==> src/rtl/z80_pads_pkg.sv <==
// ---------------------------------------------------------------------------
// z80_pads_pkg
// Shared definitions for the Z80 pad-input conditioning slice:
//   - rst_state_e  : reset sequencer states (hold, release sync, stretch, run)
//   - PIN_INACTIVE : idle level of the active-low Z80 control pins
//   - DEF_*        : default values for the conditioning parameters
//   - cnt_width()  : width of a down-counter able to hold a given maximum
// ---------------------------------------------------------------------------
package z80_pads_pkg;

    // Reset sequencer states. The S_ prefix keeps the literals distinct from
    // the RST_STRETCH parameter of the top level.
    typedef enum logic [1:0] {
        S_RST_HOLD    = 2'd0,
        S_RST_SYNC    = 2'd1,
        S_RST_STRETCH = 2'd2,
        S_RUN         = 2'd3
    } rst_state_e;

    // Idle level of every active-low Z80 control pin.
    localparam logic PIN_INACTIVE = 1'b1;

    localparam int DEF_SYNC_STAGES = 2;
    localparam int DEF_RST_STRETCH = 8;
    localparam int DEF_NMI_FILTER  = 4;

    // Bits needed to hold values 0..max_val, never less than one.
    function automatic int cnt_width(input int max_val);
        int w;
        w = $clog2(max_val + 1);
        if (w < 1) begin
            w = 1;
        end else begin
            w = w;
        end
        return w;
    endfunction

endpackage

==> src/rtl/z80_sync_cell.sv <==
// ---------------------------------------------------------------------------
// z80_sync_cell
// Generic multi-flop synchroniser chain with an asynchronous active-low
// reset to a parameterised level.
//   i_clk   : destination clock
//   i_rst_n : asynchronous active-low reset, forces every stage to RESET_VAL
//   i_d     : asynchronous input
//   o_q     : synchronised output (last stage), latency STAGES rising edges
// ---------------------------------------------------------------------------
module z80_sync_cell
    import z80_pads_pkg::*;
#(
    parameter int   STAGES    = DEF_SYNC_STAGES,
    parameter logic RESET_VAL = PIN_INACTIVE
) (
    input  logic i_clk,
    input  logic i_rst_n,
    input  logic i_d,
    output logic o_q
);

    logic [STAGES-1:0] r_chain;

    // Shift register: stage 0 captures the raw input, the last stage is the output.
    always_ff @(posedge i_clk or negedge i_rst_n) begin
        if (!i_rst_n) begin
            r_chain <= {STAGES{RESET_VAL}};
        end else begin
            r_chain <= {r_chain[STAGES-2:0], i_d};
        end
    end

    assign o_q = r_chain[STAGES-1];

endmodule

==> src/rtl/z80_input_cond.sv <==
// ---------------------------------------------------------------------------
// z80_input_cond
// Conditioning stage between the input pads and the Z80 core: synchronises
// nWAIT/nINT/nNMI/nBUSRQ into CLK, optionally glitch-filters nNMI, and
// produces a core reset that asserts asynchronously and releases
// synchronously after a programmable stretch.
//
// Ports:
//   CLK       in  core clock
//   nRESET    in  pad reset, asynchronous active-low
//   nWAIT_I   in  raw pad input        nWAIT_S   out synchronised nWAIT
//   nINT_I    in  raw pad input        nINT_S    out synchronised nINT
//   nNMI_I    in  raw pad input        nNMI_S    out synchronised/filtered nNMI
//   nBUSRQ_I  in  raw pad input        nBUSRQ_S  out synchronised nBUSRQ
//   nRESET_S  out conditioned core reset, active-low, flop-driven
//   rst_busy  out high while the reset sequencer is not in RUN
//
// Build option: define Z80_NMI_FILTER_EN to insert the nNMI glitch filter
// (NMI_FILTER consecutive differing samples before nNMI_S changes). Without
// it nNMI_S is the plain synchroniser output and NMI_FILTER has no effect.
// ---------------------------------------------------------------------------
module z80_input_cond
    import z80_pads_pkg::*;
#(
    parameter int SYNC_STAGES = DEF_SYNC_STAGES,
    parameter int RST_STRETCH = DEF_RST_STRETCH,
    parameter int NMI_FILTER  = DEF_NMI_FILTER
) (
    input  logic CLK,
    input  logic nRESET,
    input  logic nWAIT_I,
    input  logic nINT_I,
    input  logic nNMI_I,
    input  logic nBUSRQ_I,
    output logic nWAIT_S,
    output logic nINT_S,
    output logic nNMI_S,
    output logic nBUSRQ_S,
    output logic nRESET_S,
    output logic rst_busy
);

    localparam int              CNT_W    = cnt_width(RST_STRETCH);
    localparam logic [CNT_W-1:0] CNT_LOAD = CNT_W'(RST_STRETCH - 1);
    localparam logic [CNT_W-1:0] CNT_ONE  = CNT_W'(1);
    localparam logic [CNT_W-1:0] CNT_ZERO = {CNT_W{1'b0}};

    logic w_nmi_sync;
    logic w_rel_sync;

    // ------------------------------------------------------------------
    // Input synchronisers (idle high) and the reset-release chain (idle low,
    // shifting in ones once nRESET is high).
    // ------------------------------------------------------------------
    z80_sync_cell #(.STAGES(SYNC_STAGES), .RESET_VAL(PIN_INACTIVE)) u_sync_wait (
        .i_clk(CLK), .i_rst_n(nRESET), .i_d(nWAIT_I), .o_q(nWAIT_S)
    );

    z80_sync_cell #(.STAGES(SYNC_STAGES), .RESET_VAL(PIN_INACTIVE)) u_sync_int (
        .i_clk(CLK), .i_rst_n(nRESET), .i_d(nINT_I), .o_q(nINT_S)
    );

    z80_sync_cell #(.STAGES(SYNC_STAGES), .RESET_VAL(PIN_INACTIVE)) u_sync_nmi (
        .i_clk(CLK), .i_rst_n(nRESET), .i_d(nNMI_I), .o_q(w_nmi_sync)
    );

    z80_sync_cell #(.STAGES(SYNC_STAGES), .RESET_VAL(PIN_INACTIVE)) u_sync_busrq (
        .i_clk(CLK), .i_rst_n(nRESET), .i_d(nBUSRQ_I), .o_q(nBUSRQ_S)
    );

    z80_sync_cell #(.STAGES(SYNC_STAGES), .RESET_VAL(1'b0)) u_sync_rel (
        .i_clk(CLK), .i_rst_n(nRESET), .i_d(1'b1), .o_q(w_rel_sync)
    );

    // ------------------------------------------------------------------
    // Reset sequencer
    // ------------------------------------------------------------------
    rst_state_e       r_state;
    rst_state_e       w_state_nxt;
    logic [CNT_W-1:0] r_cnt;
    logic [CNT_W-1:0] w_cnt_nxt;
    logic             r_nreset_s;
    logic             r_rst_busy;

    // State, stretch counter and the two reset outputs; outputs are
    // registered from the next state so RUN and nRESET_S=1 coincide.
    always_ff @(posedge CLK or negedge nRESET) begin
        if (!nRESET) begin
            r_state    <= S_RST_HOLD;
            r_cnt      <= CNT_ZERO;
            r_nreset_s <= 1'b0;
            r_rst_busy <= 1'b1;
        end else begin
            r_state    <= w_state_nxt;
            r_cnt      <= w_cnt_nxt;
            r_nreset_s <= (w_state_nxt == S_RUN);
            r_rst_busy <= (w_state_nxt != S_RUN);
        end
    end

    // Next-state logic. The counter holds the stretch edges still to come;
    // the edge that takes it to zero is the edge that enters RUN, so the
    // release lands SYNC_STAGES+RST_STRETCH edges after nRESET rises.
    always_comb begin
        w_state_nxt = r_state;
        w_cnt_nxt   = r_cnt;
        case (r_state)
            S_RST_HOLD: begin
                w_state_nxt = S_RST_SYNC;
            end
            S_RST_SYNC: begin
                if (w_rel_sync) begin
                    w_cnt_nxt   = CNT_LOAD;
                    w_state_nxt = (CNT_LOAD == CNT_ZERO) ? S_RUN : S_RST_STRETCH;
                end else begin
                    w_state_nxt = S_RST_SYNC;
                end
            end
            S_RST_STRETCH: begin
                if (r_cnt == CNT_ZERO) begin
                    w_state_nxt = S_RUN;
                end else if (r_cnt == CNT_ONE) begin
                    w_cnt_nxt   = CNT_ZERO;
                    w_state_nxt = S_RUN;
                end else begin
                    w_cnt_nxt   = r_cnt - CNT_ONE;
                    w_state_nxt = S_RST_STRETCH;
                end
            end
            S_RUN: begin
                w_state_nxt = S_RUN;
            end
            default: begin
                w_state_nxt = S_RST_HOLD;
                w_cnt_nxt   = CNT_ZERO;
            end
        endcase
    end

    assign nRESET_S = r_nreset_s;
    assign rst_busy = r_rst_busy;

    // ------------------------------------------------------------------
    // nNMI path
    // ------------------------------------------------------------------
`ifdef Z80_NMI_FILTER_EN
    localparam int               FCNT_W    = (NMI_FILTER > 1) ? $clog2(NMI_FILTER) : 1;
    localparam logic [FCNT_W-1:0] FCNT_LAST = FCNT_W'(NMI_FILTER - 1);
    localparam logic [FCNT_W-1:0] FCNT_ONE  = FCNT_W'(1);
    localparam logic [FCNT_W-1:0] FCNT_ZERO = {FCNT_W{1'b0}};

    logic [FCNT_W-1:0] r_fcnt;
    logic [FCNT_W-1:0] w_fcnt_nxt;
    logic              r_nmi_s;
    logic              w_nmi_nxt;

    // Filter state: run length of disagreeing samples and the filtered level.
    always_ff @(posedge CLK or negedge nRESET) begin
        if (!nRESET) begin
            r_fcnt  <= FCNT_ZERO;
            r_nmi_s <= PIN_INACTIVE;
        end else begin
            r_fcnt  <= w_fcnt_nxt;
            r_nmi_s <= w_nmi_nxt;
        end
    end

    // The NMI_FILTER-th consecutive disagreeing sample is taken on its own
    // edge; the counter therefore never climbs past NMI_FILTER-1.
    always_comb begin
        w_fcnt_nxt = r_fcnt;
        w_nmi_nxt  = r_nmi_s;
        if (w_nmi_sync == r_nmi_s) begin
            w_fcnt_nxt = FCNT_ZERO;
        end else if (r_fcnt >= FCNT_LAST) begin
            w_nmi_nxt  = w_nmi_sync;
            w_fcnt_nxt = FCNT_ZERO;
        end else begin
            w_fcnt_nxt = r_fcnt + FCNT_ONE;
        end
    end

    assign nNMI_S = r_nmi_s;
`else
    // NMI_FILTER has no effect in this build.
    logic w_unused_nmi_filter;
    assign w_unused_nmi_filter = (NMI_FILTER > 0);

    assign nNMI_S = w_nmi_sync;
`endif

endmodule

==> config.mk <==
export PLATFORM = sky130hd
export DESIGN_NAME = z80_input_cond
export DESIGN_NICKNAME = d
export VERILOG_FILES = /design/src/rtl/z80_pads_pkg.sv /design/src/rtl/z80_sync_cell.sv /design/src/rtl/z80_input_cond.sv
export SDC_FILE = /design/constraint.sdc
export NUM_CORES = 1
export LEC_CHECK = 0
export ABC_CLOCK_PERIOD_IN_PS = 3700
export BUFFER_PORTS_ARGS = -buffer_cell sky130_fd_sc_hd__buf_4
export CORE_MARGIN = 2
export CORE_UTILIZATION = 50
export CTS_BUF_LIST = sky130_fd_sc_hd__clkbuf_8
export DETAILED_ROUTE_END_ITERATION = 10
export GPL_TIMING_DRIVEN = 0
export PLACE_DENSITY = 0.69
export SLEW_MARGIN = 20
export SYNTH_ARGS = -nofsm -noshare
export SYNTH_HDL_FRONTEND = slang
export SYNTH_SLANG_ARGS = --single-unit
==> constraint.sdc <==
create_clock -name CLK -period 3.7 [get_ports CLK]
set_input_delay 0.74 -clock CLK [delete_from_list [all_inputs] [get_ports CLK]]
set_output_delay 0.74 -clock CLK [all_outputs]
set_load 0.01 [all_outputs]
**After elaboration in Yosys (flattened, before gate mapping)**

Index checks and enable logic that the tools add are counted.

- Reduce and logical (&&, ||, !) cells: 4
- Multiplexer cells: 8
- $add $sub $neg: 1
- Eq/ne operators: 8

Operator list:

| kind | count |
|---|---|
| $mux 4 | 3 |
| $pmux 2 s4 | 1 |
| $pmux 4 s2 | 1 |
| $eq 2x2->1 const B | 3 |
| $eq 4x1->1 const B | 1 |
| $logic_not 4->1 | 1 |
| $ne 2x2->1 const B | 2 |
| $sub 4x1->4 const B | 1 |
| $reduce_and 3->1 | 1 |
| $eq 2x1->1 const B | 1 |
| $logic_not 2->1 | 1 |
| $mux 1 | 2 |
| $mux 2 | 1 |
| $ne 2x1->1 const B | 1 |
| $reduce_bool 2->1 | 1 |

- Output and inout port bits: 6
- Register bits: 18
- Input port bits: 6
- Logic and storage cells: 30

**Longest topological paths before layout**

- Depth in word-level cells: 5
- Mapped depth: 5
- Gate-level depth less buffers: 5

**Modules after synthesis**

Synthesis repeated with hierarchy kept, for this count alone.

- Cell total of the unflattened synthesis: 50
- Area total of the unflattened synthesis: 663.1 um2

By module, submodules not included:

| module | times used | cells an instance | area each (um2) |
|---|---|---|---|
| z80_input_cond | 1 | 40 | 402.9 |
| z80_sync_cell at u_sync_busrq ... | 4 | 2 | 52.6 |
| z80_sync_cell at u_sync_rel | 1 | 2 | 50.0 |

**Worst setup path after synthesis**

No wires, ideal clock.

- Path type: register -> register
- Start point: register r_cnt[0]
- End point: register r_cnt[0]
- Path slack: 2,312 ps
- Library setup time: 125 ps
- Cell stages (with the launch flop): 6
- Arrival: 1,263 ps
- Cells stage by stage: dfrtp_1 -> inv_1 -> ha_1 -> nor3b_4 -> o21ai_4 -> mux2_4

- Longest elaborated chain between the ends: 4
- Elaborated cells between the ends (all ways): 8
- Classes of those cells: add/sub: 1; eq/ne: 2; mux: 3; reduce/logical: 2

Ends and longest elaborated chain:

| item | RTL line | RTL |
|---|---|---|
| start, declared | z80_input_cond.sv:80 | `logic [CNT_W-1:0] r_cnt;` |
| start signal, assigned | z80_input_cond.sv:95 | `r_cnt <= w_cnt_nxt;` |
| $sub 4x1->4 / $eq 4x1->1 (equally long branches) | z80_input_cond.sv:126, z80_input_cond.sv:122 |  |
| $mux 4 | z80_input_cond.sv:122 | `end else if (r_cnt == CNT_ONE) begin` |
| $mux 4 | z80_input_cond.sv:120 | `if (r_cnt == CNT_ZERO) begin` |
| $pmux 4 s2 | z80_input_cond.sv:107 | `case (r_state)` |

Several ways; a longest one is shown, not always the timed one. The select of a mux whose other input is x is not followed.
A chain may end at the register's enable or synchronous reset.

**Worst setup path after layout**

- Start point: register r_rst_busy (netlist: rst_busy)
- End point: output rst_busy

RTL lines:

| item | RTL line | RTL |
|---|---|---|
| start, declared | z80_input_cond.sv:83 | `logic r_rst_busy;` |
| start signal, assigned | z80_input_cond.sv:97 | `r_rst_busy <= (w_state_nxt != S_RUN);` |
| end, declared | z80_input_cond.sv:40 | `output logic rst_busy` |

No word-level cell between the ends.

==> impl_results.md <==
* I/O pin total at 12
* Data arrival, critical path at between 0.8 and 0.9 ns
* RSZ-0062 raised after global routing: false
* Core area at approximately 1400 sq um
* M2 GR Usage at between 20% and 30%
* Antenna violation net count after detailed routing at 0
* Die outline height at ~42 microns
* Leakage power of the design at 0.407 nW
* Layout area overhead at 21.1%
* Clock latency of the later-clocked register in the worst-skew pair at 0.25 ns
* Crit path largest cell delay at 0.52 ns
* Layer with the highest usage after global routing: met2
* Vias in the first global route at between 300 and 400
* Number of synthesized register bits at 18
* Global-route wire length before repair at 1820 microns
* Global-route total usage across every layer at 14.4%
* Final-stage net count at between 70 and 80
* DPL Wire Length at roughly 810 microns
* Library cells used by synthesis at 25
* Clock transition time at the flip-flop clock pins of the worst setup and hold paths at ~0.060 ns
* Root buffer selected by CTS: sky130_fd_sc_hd__clkbuf_8
* Number of vias after detailed routing at 412
* Final count of hold timing violations at 0
* Delay-heaviest family, CP: flip-flops
* Capturing element type of the critical path: output pin
* Total clock buffers created by CTS at 3
* Critical path buffer and inverter count at 1
* Slew Limit Fails at 0
* Cell Chain, Critical Path: buf_4
* Worst hold-check path type: input pin to asynchronous set/reset pin
* CTS tree: yes
* Synth Flop Type: sky130_fd_sc_hd__dfstp_2
* Number of synthesized flops with an enable pin at 0
* DR pass1 iterations at 2
* Final routed wire length divided by cell count at 13.6 microns
* Number of antenna cells inserted at 0
* Area occupied by multi-input gates at 268 sq um
* # H-tree levels at 1
* Fin Hold WS at 0.341 ns
* Area of all placed cells without fillers at 897 sq um
* Post-placement cell count at 76
* Layout cells sized above 1 at 50.8%
* Final core utilization at 66.5%
* Layout Skew at 0.000990 ns
* Maximum capacitance violations at 0
* Placer Congestion at 0.727
* Post-route fraction of the period consumed by the critical path at 43.7%
* Highest-delay cell along the critical path: sky130_fd_sc_hd__dfstp_2
* IO buf count at 11
* Pin count of the biggest net entering global routing at 19
* Initial Util at ~55%
* Gate count of the mapped netlist at 50
* Type of the setup path with the least slack: register to output pin
* Final count of negative-setup-slack endpoints at 0
* Crit path required time at slightly below 3 ns
* Asr flop ratio synth at 100%
* DIE AREA at 1810 sq um
* Worst setup slack after layout at 2.08 ns
* Clock Path Buffers at 2
* GR met3 Demand/Resource at a little under 8%
* FF/Latch Area at 462 sq um
* Post-synthesis cell type with the largest combined area: sky130_fd_sc_hd__dfstp_2
* Post-layout power at 0.574 mW
* Total power divided by cell area at 639 nW/um^2
* Initial detailed-routing violation count at 3
* Leading cell types by total area after synthesis: sky130_fd_sc_hd__dfstp_2 (32%), sky130_fd_sc_hd__dfrtp_1 (30%), sky130_fd_sc_hd__ha_1 (5.1%), sky130_fd_sc_hd__mux2_4 (4.1%), sky130_fd_sc_hd__nand3b_4 (2.7%)
* Run status: finished, final reports clean
* Proportion of netlist area held by the largest area contributor at between 30% and 40%
* GR Overflow Total at 0
* Placed Area at 842 sq um
* Maximum operating frequency at 0.618 GHz
* Avg Cell Area, Syn at about 15 sq um
* Count of synthesis-stage warnings from yosys at 0
* Worst Path Max Fanout at 1
* Die X at around 42 microns
* Post-CTS sizing at 0
* Final total negative setup slack at 0 ns
* Detailed-route DRC error count at 0
* Crit path time final at between 1.5 and 2 ns
* Cell Rows at 13
* Crit start category: register
* Count of filler cells inserted in the layout at between 100 and 150
* Cell area after synthesis at between 700 and 800 sq um
* Number of cells in the finished layout apart from fillers at 80
* Number of antenna violations at the first check in global routing at 0
* Most frequent cells after synthesis: sky130_fd_sc_hd__dfrtp_1 (9), sky130_fd_sc_hd__dfstp_2 (9), sky130_fd_sc_hd__ha_1 (3), sky130_fd_sc_hd__inv_1 (3)
* TritonCTS sink count at 18
* Aggregate routed wire length at 1090 microns
* Worst IR Drop VDD at about 0.46 mV
* Sequential area share after synthesis at 62.3%
* Worst-case setup slack after placement at 2.21 ns
* Vias per cell at 5.15
* Number of buffers inserted by hold repair at cts at 0
* Net count after synthesis at 59
* Setup repair bufs after CTS at 0
* GR Layer Usage met1 at 17.0%
==> layout by cell type, fill, tap and decap left out <==
master / count
sky130_fd_sc_hd__and2b_2: 1
sky130_fd_sc_hd__ha_1: 3
sky130_fd_sc_hd__o311ai_0: 2
sky130_fd_sc_hd__o21a_1: 2
sky130_fd_sc_hd__inv_1: 3
sky130_fd_sc_hd__clkbuf_8: 4
sky130_fd_sc_hd__a31o_2: 1
sky130_fd_sc_hd__nand2_1: 1
sky130_fd_sc_hd__nor2_1: 1
sky130_fd_sc_hd__a21boi_0: 1
sky130_fd_sc_hd__nand2b_1: 1
sky130_fd_sc_hd__buf_4: 11
sky130_fd_sc_hd__dfstp_2: 9
sky130_fd_sc_hd__nand2b_4: 1
sky130_fd_sc_hd__o21ai_0: 2
sky130_fd_sc_hd__nand3b_4: 1
sky130_fd_sc_hd__a21o_2: 1
sky130_fd_sc_hd__nor4_1: 1
sky130_fd_sc_hd__o2bb2ai_1: 1
sky130_fd_sc_hd__nor3b_4: 1
sky130_fd_sc_hd__dfrtp_1: 9
sky130_fd_sc_hd__nor3b_1: 1
sky130_fd_sc_hd__nand3_1: 2
sky130_fd_sc_hd__nor3_1: 1
sky130_fd_sc_hd__o21ai_4: 1
sky130_fd_sc_hd__mux2_4: 2
sky130_fd_sc_hd__conb_1: 1
==> path summary, 6_finish.rpt <==
check | from | to | slack [ns] | cells past startpoint
max in group asynchronous | nRESET | rst_busy | 3.11 | 1
setup / recovery | rst_busy | rst_busy | 2.08 | 1
hold reg to reg | u_sync_rel.r_chain[0] | u_sync_rel.r_chain[1] | 0.35 | 0
min in group CLK | u_sync_rel.r_chain[0] | u_sync_rel.r_chain[1] | 0.35 | 0
hold / removal | nRESET | r_cnt[0] | 0.34 | 1
setup reg to reg | r_cnt[0] | r_cnt[1] | 2.18 | 5
==> logic make-up after synthesis <==
family	count (synthesis)	synth area share, %
AND/OR/NAND/NOR	12	14.0
adder cells (fa/ha/maj)	3	5.07
AO/OA/AOI/OAI	11	12.5
flip-flops	18	62.3
buffers and inverters	3	1.52
multiplexers	2	4.05
other	1	0.506
==> report_power, final <==
| group | internal, mW | leakage, nW | switching [mW] |
|---|---|---|---|
| combinational | 0.0805 | 0.190 | 0.0665 |
| sequential | 0.237 | 0.188 | 0.0368 |
| clock | 0.0943 | 0.0288 | 0.0585 |
| total | 0.412 | 0.407 | 0.162 |
==> metal layers <==
layer,up-vias,share of wire [%]
li1,204,-
met1,200,45
met2,8,51
met3,0,4.1
met4,0,0
met5,-,0
==> sequential cells by signal (all words and copies together) (netlist names) <==
| register | cells |
|---|---|
| u_sync_int.r_chain | 2 |
| u_sync_nmi.r_chain | 2 |
| r_cnt | 4 |
| nRESET_S | 1 |
| r_state | 2 |
| u_sync_busrq.r_chain | 2 |
| rst_busy | 1 |
| u_sync_rel.r_chain | 2 |
| u_sync_wait.r_chain | 2 |
==> area by class of cell <==
cell class	instances	share of cell area, %
Multi-Input combinational cell	29	29.8
Timing Repair Buffer	11	9.21
Inverter	3	1.26
Sequential cell	18	51.5
Tap cell	15	2.09
Clock buffer	4	6.14
Note: power is estimated with default switching activity, not from simulation.
